--- src/rtl/serial_subtractor_seq.sv ---
// Bit-serial a - b, LSB first: one full-subtractor step per clock through a borrow flip-flop.
// Results register on the final step and hold until the next operation completes.
module serial_subtractor_seq #(
    parameter int WIDTH = 32,
    parameter int CNT_W = 6
) (
    input  logic             clk,
    input  logic             rst_n,
    input  logic             start,
    input  logic [WIDTH-1:0] a,
    input  logic [WIDTH-1:0] b,
    output logic             busy,
    output logic             done,
    output logic [WIDTH-1:0] diff,
    output logic             borrow_out,
    output logic             overflow
);

    // Handshake: start is sampled only in IDLE (ignored otherwise, never queued);
    // done is a single-cycle pulse and diff/borrow_out/overflow are valid from that cycle on.
    localparam logic [1:0] S_IDLE  = 2'd0;
    localparam logic [1:0] S_SHIFT = 2'd1;
    localparam logic [1:0] S_DONE  = 2'd2;

    localparam logic [CNT_W-1:0] LAST_CNT = CNT_W'(WIDTH - 1);

    logic [1:0]       state;
    logic [CNT_W-1:0] cnt;
    logic [WIDTH-1:0] a_sr;
    logic [WIDTH-1:0] b_sr;
    logic [WIDTH-1:0] d_sr;
    logic             br;

    logic a_i;
    logic b_i;
    logic d_i;
    logic br_next;

    always_comb begin
        a_i     = a_sr[0];
        b_i     = b_sr[0];
        d_i     = a_i ^ b_i ^ br;
        br_next = (~a_i & b_i) | (~(a_i ^ b_i) & br);
    end

    assign busy = (state == S_SHIFT);

    always_ff @(posedge clk) begin
        if (!rst_n) begin
            state      <= S_IDLE;
            cnt        <= '0;
            a_sr       <= '0;
            b_sr       <= '0;
            d_sr       <= '0;
            br         <= 1'b0;
            done       <= 1'b0;
            diff       <= '0;
            borrow_out <= 1'b0;
            overflow   <= 1'b0;
        end else begin
            done <= 1'b0;
            case (state)
                S_IDLE: begin
                    if (start) begin
                        a_sr  <= a;
                        b_sr  <= b;
                        d_sr  <= '0;
                        br    <= 1'b0;
                        cnt   <= '0;
                        state <= S_SHIFT;
                    end
                end
                S_SHIFT: begin
                    a_sr <= a_sr >> 1;
                    b_sr <= b_sr >> 1;
                    d_sr <= {d_i, d_sr[WIDTH-1:1]};
                    br   <= br_next;
                    if (cnt == LAST_CNT) begin
                        // a_i/b_i are the operand MSBs on this last step.
                        diff       <= {d_i, d_sr[WIDTH-1:1]};
                        borrow_out <= br_next;
                        overflow   <= (a_i != b_i) && (d_i != a_i);
                        done       <= 1'b1;
                        cnt        <= '0;
                        state      <= S_DONE;
                    end else begin
                        cnt <= cnt + 1'b1;
                    end
                end
                S_DONE: begin
                    state <= S_IDLE;
                end
                default: begin
                    state <= S_IDLE;
                end
            endcase
        end
    end

endmodule

--- config.mk ---
export PLATFORM = sky130hd
export DESIGN_NAME = serial_subtractor_seq
export DESIGN_NICKNAME = d
export VERILOG_FILES = /design/src/rtl/serial_subtractor_seq.sv
export SDC_FILE = /design/constraint.sdc
export NUM_CORES = 1
export LEC_CHECK = 0
export BUFFER_PORTS_ARGS = -buffer_cell sky130_fd_sc_hd__buf_2
export CORE_MARGIN = 2
export CORE_UTILIZATION = 39
export CTS_CLUSTER_SIZE = 30
export DETAILED_ROUTE_END_ITERATION = 6
export GPL_TIMING_DRIVEN = 1
export PLACE_DENSITY_LB_ADDON = 0.2
export SLEW_MARGIN = 25
export SYNTH_ARGS = -nofsm -noshare
export SYNTH_HDL_FRONTEND = slang
export SYNTH_SLANG_ARGS = --single-unit
--- constraint.sdc ---
create_clock -name clk -period 1.9 [get_ports clk]
set_input_delay 0.19 -clock clk [delete_from_list [all_inputs] [get_ports clk]]
set_output_delay 0.19 -clock clk [all_outputs]
set_load 0.02 [all_outputs]
==> metrics.md, run 1 <==
| Metric | Value |
|---|---|
| Status | finished, final reports clean |
| Flop pwr share | 0.444 |
| WL final | 13250 um |
| Reg clk slew, reported paths | 60 ps |
| Routed wire length per instance | 13.64 um |
| RSZ-0062 raised after global routing | no |
| I/O Buffers | slightly above 100 |
| Ys async rst share | 0 |
| Starting Density | 0.3997 |
| Core Rows | between 40 and 50 |
| Fin crit share | 0.9450 |
| Vias/cell | 5.041 |
| CP Launch Type | flop |
| Final setup violation count | 0 |
| R2r endpoint | a_sr[0]$_SDFFE_PN0P_ |
| Post-CTS Setup Bufs | 0 |
| Register area share after synthesis | 0.4563 |
| Clock sink count | 139 |
| Family with the most delay on the worst path | buffers and inverters |
| Largest net degree at the start of global routing | 71 |
| First DRT Iteration DRCs | around 260 |
| Slew Limit Fails | 0 |
| Most numerous cell in the Yosys netlist | nand2_1 |
| Fillers | 1456 |
| Slowest CP cell | dfxtp_1 |
| # IOs | 103 |
| Internal Power | 0.005179 W |
| Slew @ Worst Pin | 613.0 ps |
| Critical Path, Cell by Cell | buf_4 -> nand2b_2 -> clkinv_2 -> buf_12 -> buf_2 |
| Grt ovf | 0 |
| Area post-placement | between 6000 and 7000 sq um |
| Final instance area | roughly 7300 sq um |
| Diodes inserted | 0 |
| Synth top area share | 0.4563 |
| Warnings from Yosys | 0 |
| First-pass GRT wire length | ~22000 um |
| RR Startpoint | state[0]$_SDFFE_PN0P_ |
| Area Overhead vs Synth | 19.51% |
| Hold-fix buffers, CTS | 0 |
| CP Launch Point | state[0]$_SDFFE_PN0P_ |
| Clock buffer depth | 2 |
| Reg area | 2784 sq um |
| Post-Syn Instances | 668 |
| Clock Skew | 10.18 ps |
| DRT antenna net count | 0 |
| R2r setup slk | 290 ps |
| Critical Path RT | 1710 ps |
| PostCTS Resize Cnt | 0 |
| Max Fanout on Critical Path | 26 |
| Setup crit end kind | output pin |
| Drt pass-1 iters | 5 |
| Crit. path cell count | 5 |
| CTS buffer count | 17 |
| Ys flop type | dfxtp_1 |
| Avg Inst Size Synth | 9.129 sq um |
| Crit path kind | reg -> out |
| Placer Congestion | 0.7370 |
| Synth top cells by count | nand2_1 (195), dfxtp_1 (139), nor2_1 (96) |
| Total negative slack | 0 ps |
| Vias in the first global route | 4726 |
| Register bit total from synthesis | about 140 |
| Area of the multi-input gates | around 2900 sq um |
| Post-Synthesis Cell Area | ~6000 sq um |
| Slew headroom | 0.5903 |
| Max Cap Viol | 0 |
| VDD IR-drop max | 0.7077 mV |
| Share of layout cells above drive strength 1 | 0.2776 |
| Synth unique cells | 36 |
| Area contributors post-synth | dfxtp_1 (46%), a311oi_2 (13%), nand2_1 (12%) |
| Clock power frac | 0.457 |
| Worst hold path class | in -> reg |
| Worst EP arrival | 1610 ps |
| HPWL after detailed placement | ~8300 um |
| Syn_nets | 738 |
| Final hold violations | 0 |
| Core Area | between 15000 and 20000 sq um |
| Sw frac | 0.2595 |
| Root buf cell | clkbuf_16 |
| Largest stage delay, worst path | 370 ps |
| Die Footprint | roughly 17000 sq um |
| HP Start | b[9] |
| Total chip power | 0.006994 W |
| Antenna violations before repair | 0 |
| Chip width | 129.0 um |
| CTS H-tree lvls | 4 |
| Psw | 0.001815 W |
| Combinational share of power | 0.099 |
| Reg2reg path depth | 5 |
| Die Ht | 129.0 um |
| PwrDens | 959.6 nW/um^2 |
| Max frequency | 0.5569 GHz |
| Clock Latency Late Sink | 420 ps |
| Min Tclk post-route | between 1500 and 2000 ps |
| CTS tree | built |
| Routed via count | 4895 |
| DRC viols | 0 |
| Layout Nets | 817 |
| Worst Setup EP | busy |
| Top cell type by total area after synthesis | dfxtp_1 |
| Static Leak | 2.799 nW |
| Total GRT Usage | 0.1604 |
| Post-synth EDFFs | 0 |
| Worst path bufs/invs | 4 |
[layer usage]
layer	vias to the layer above	GRT usage	wire length, um
li1	2458	-	-
met1	2338	0.1950	6187
met2	80	0.2702	6352
met3	19	0.03757	455
met4	0	0.07417	252
met5	-	0	0
[cell usage in the layout (no fill, tap or decap), drive strengths merged]
cell        n
nand2b      5
nor2       96
o21ai       3
o2111ai     2
mux2i      34
clkinv      6
a2bb2oi     1
and2        1
or3         1
dfxtp     139
buf       119
a21oi       4
o21bai      1
or4         2
a311oi     62
nand2     195
bufinv      1
fa          1
clkbuf     19
a21o        2
clkinvlp    3
nor3b       2
nand3       4
xnor2       1
nor3        1
o211ai      2
o21ba       1
a22oi      32
a211oi      2
nor4        2
nand3b      3
inv        11
ha          2
[sequential cells by signal, summed over array words and instances, names as in the netlist]
| name | flops |
|---|---|
| a_sr | 32 |
| b_sr | 32 |
| borrow_out | 1 |
| br | 1 |
| cnt | 6 |
| d_sr | 31 |
| diff | 32 |
| done | 1 |
| overflow | 1 |
| state | 2 |
[cell families after synthesis]
| group | count (synthesis) | synth area share |
|---|---|---|
| mux | 34 | 0.05581 |
| flops | 139 | 0.4563 |
| fa+ha+maj | 3 | 0.007386 |
| buf+inv | 67 | 0.07509 |
| compound gates | 112 | 0.2021 |
| simple gates | 312 | 0.2019 |
| xor+xnor | 1 | 0.001436 |
[worst register-to-register path: cells and delay by family, from the launching register on]
family,cells,cell delay [ps]
compound gates,1,300
flops,1,330
simple gates,2,310
buf+inv,2,570
[cell type report]
cell class | instances | share of cell area
Inverter | 7 | 0.004120
Timing Repair Buffer | 120 | 0.1030
Clock buffer | 18 | 0.06026
Multi-Input combinational cell | 462 | 0.3957
Tap cell | 211 | 0.03622
Sequential cell | 139 | 0.3820
Clock inverter | 14 | 0.01871
[worst min path at each step]
stage               cells after the start  slack (ps)               endpoint
floorplan                               2         350   b_sr[1]$_SDFFE_PN0P_
global placement                        2         440  diff[27]$_SDFFE_PN0P_
detailed placement                      2         440  diff[10]$_SDFFE_PN0P_
CTS                                     3          10   b_sr[9]$_SDFFE_PN0P_
global route                            3          30   b_sr[7]$_SDFFE_PN0P_
finish                                  3          30   b_sr[9]$_SDFFE_PN0P_
[power by group through the flow]
| stage | combinational [W] | clock (W) | sequential, W |
|---|---|---|---|
| 3_5_place_dp | 0.000684 | 0 | 0.00317 |
| 5_1_grt | 0.000763 | 0.00343 | 0.00312 |
| 6_report | 0.000691 | 0.00320 | 0.00311 |
| 4_1_cts | 0.000686 | 0.00328 | 0.00311 |
| 3_3_place_gp | 0.000665 | 0 | 0.00316 |
| 2_1_floorplan | 0.000531 | 0 | 0.00315 |
[through the flow]
stage / setup WS [ps] / instances / utilization / hold slack (ps)
floorplan: 400.7 / 668 / - / 352.5
global placement: 276.4 / 938 / 0.4377 / 443.4
detailed placement: 238.8 / 938 / 0.4377 / 443.6
CTS: 57.16 / 970 / 0.4754 / 13.07
global route: 8.924 / 971 / 0.4777 / 31.60
finish: 104.4 / 971 / 0.4777 / 31.99
Note: power is estimated with default switching activity, not from simulation.
==> inputs of run 2 (changes only) <==
--- a/config.mk
+++ b/config.mk
@@ -9,3 +9,3 @@
 export CORE_MARGIN = 2
-export CORE_UTILIZATION = 39
+export CORE_UTILIZATION = 56
 export CTS_CLUSTER_SIZE = 30
--- a/constraint.sdc
+++ b/constraint.sdc
@@ -3,2 +3,2 @@
 set_output_delay 0.19 -clock clk [all_outputs]
-set_load 0.02 [all_outputs]
+set_load 0.05 [all_outputs]
==> run 2 against run 1 <==
Net effect: power rose by 6.8%; critical path type unchanged; highest routed layer unchanged; count of clock-buffer cells in the layout up 3; utilization up 26 points; combinational power rose by 14%; clock power grew 12%; non-clock buffer count up 61; sequential cell count stayed put.
==> metrics.md, run 2 (same netlist as run 1, synthesis figures left out) <==
| Metric | Value |
|---|---|
| Status | finished, final reports clean |
| Post-Route Utilization | 0.7329 |
| Largest stage delay, worst path | 380 ps |
| Hold Path Depth | 4 |
| Area Overhead vs Synth | 29.13% |
| Worst hold path class | in -> reg |
| Slew Limit Fails | 0 |
| I/O Buffers | between 100 and 150 |
| Clock sink count | 139 |
| First-pass GRT wire length | approximately 22000 um |
| Area of the multi-input gates | between 2000 and 3000 sq um |
| Fin crit share | 0.9368 |
| Slowest CP cell | dfxtp_2 |
| Critical Path RT | 1710 ps |
| Routing usage on met1 | 0.2954 |
| Drt pass-1 iters | 5 |
| Grt met3 use | 0.04882 |
| Routed via count | 5200 |
| RR Startpoint | cnt[0]$_SDFFE_PN0P_ |
| Top Registers | a_sr x32, b_sr x32, diff x32 |
| PwrDens | 948.2 nW/um^2 |
| Core Area | 10750 sq um |
| Slew headroom | 0.5647 |
| Crit path kind | reg -> out |
| R2r setup slk | between 300 and 400 ps |
| Die Footprint | 11740 sq um |
| Final setup violation count | 0 |
| HPWL after detailed placement | 7903 um |
| Chip width | around 110 um |
| HP Start | b[31] |
| Share of layout cells above drive strength 1 | 0.2533 |
| RSZ-0062 raised after global routing | no |
| Starting Density | 0.5675 |
| R2r endpoint | diff[1]$_SDFFE_PN0P_ |
| Routed wire length per instance | 14.49 um |
| DRC viols | 0 |
| Most common cell after layout, fill and taps aside | nand2_1 |
| Final hold violations | 0 |
| Met2 global-route usage | 0.4079 |
| VDD IR-drop max | 0.5768 mV |
| Antenna violations before repair | 0 |
| Static Leak | 3.079 nW |
| CTS tree | built |
| Vias in the first global route | 4832 |
| Worst EP arrival | 1590 ps |
| Reg area | 2784 sq um |
| Max frequency | 0.5618 GHz |
| DRT antenna net count | 0 |
| Total GRT Usage | 0.2396 |
| Max Cap Viol | 0 |
| Slew @ Worst Pin | 653.0 ps |
| Clock buffer depth | 2 |
| CTS buffer count | 17 |
| Placer Congestion | 0.7733 |
| Min Tclk post-route | 1780 ps |
| Clock Latency Late Sink | 530 ps |
| Vias/cell | 5.405 |
| Die Ht | 108.4 um |
| WL final | 13940 um |
| Clock Skew | between 5 and 6 ps |
| Hold Crit Endpoint | b_sr[31]$_SDFFE_PN0P_ |
| # IOs | 103 |
| Setup crit end kind | output pin |
| Reg clk slew, reported paths | 60 ps |
| Core Rows | 38 |
| Largest net degree at the start of global routing | 72 |
| First DRT Iteration DRCs | 325 |
| CTS H-tree lvls | 4 |
| Layout Nets | 878 |
| Fillers | 796 |
| Critical Path, Cell by Cell | nand2b_4 -> clkinv_2 -> buf_12 -> buf_4 |
| Max Fanout on Critical Path | 32 |
| Commonest non-fill, non-tap cells in the layout | nand2_1 (195), dfxtp_1 (138), buf_2 (101) |
| Grt ovf | 0 |
| Gr busiest metal | met2 |
| Root buf cell | clkbuf_8 |
| Reg2reg path depth | 5 |
| Total negative slack | 0 ps |
| CP Launch Type | flop |
[run 2: cell count changes in the layout (fill, tap and decap cells not counted), sizes merged]
cell,delta
diode,+1
clkinv,-2
inv,-5
clkbuf,+3
bufinv,+4
buf,-1
dlygate4sd3,+62
[run 2: layout make-up]
cell class | count | share of cell area
Antenna cell | 1 | 0.0003178
Clock inverter | 11 | 0.02431
Tap cell | 140 | 0.02224
Timing Repair Buffer | 181 | 0.1719
Sequential cell | 139 | 0.3535
Multi-Input combinational cell | 462 | 0.3669
Clock buffer | 21 | 0.05704
Inverter | 7 | 0.003813
[run 2: what timing repair did]
action / 4_1_cts / 5_1_grt
cloned: 0 / 1
hold endpoints to repair: 62 / 0
hold buffers: 62 / 0
endpoints found under the setup margin: 1 / 1
gates resized for setup: 2 / 1
buffers inserted: 1 / 0
[run 2: worst max path at each step]
stage | depth (start not counted) | to | slack [ps] | start
6_report | 4 | busy | 120 | state[1]$_SDFFE_PN0P_
5_1_grt | 4 | busy | 40 | state[1]$_SDFFE_PN0P_
4_1_cts | 4 | busy | 6 | state[1]$_SDFFE_PN0P_
3_5_place_dp | 4 | busy | 290 | state[1]$_SDFFE_PN0P_
3_3_place_gp | 4 | busy | 330 | state[1]$_SDFFE_PN0P_
2_1_floorplan | 6 | overflow$_SDFFE_PN0P_ | 400 | cnt[0]$_SDFFE_PN0P_
[run 2: where the power goes]
part | switching (W) | internal (W) | leakage (nW)
clock network | 0.00123 | 0.00233 | 0.304
logic | 0.000430 | 0.000360 | 1.64
registers | 0.0000700 | 0.00304 | 1.14
total | 0.00173 | 0.00573 | 3.08
[run 2: routing by layer]
metal | wire, um | vias to the layer above
li1 | - | 2584
met1 | 6116 | 2453
met2 | 6975 | 141
met3 | 595 | 22
met4 | 248 | 0
met5 | 0 | -
[run 2: worst max-delay path, delay by kind of cell (launching register included)]
| kind | cells | cell delay (ps) |
|---|---|---|
| buffers and inverters | 3 | 510 |
| flip-flops | 1 | 380 |
| AND/OR/NAND/NOR | 1 | 150 |
[run 2: metrics by stage]
stage          instances  worst slack (ps)  area (sq um)  power (W)  hold slack [ps]
6_report             962             120.1          7875   0.007467            29.43
5_1_grt              961             43.15          7873   0.007745            61.46
4_1_cts              960             6.409          7846   0.007497            5.191
3_5_place_dp         865             292.3          6570   0.003839            445.5
3_3_place_gp         865             325.0          6570   0.003814            440.2
2_1_floorplan        668             400.7          6098   0.003688            352.5
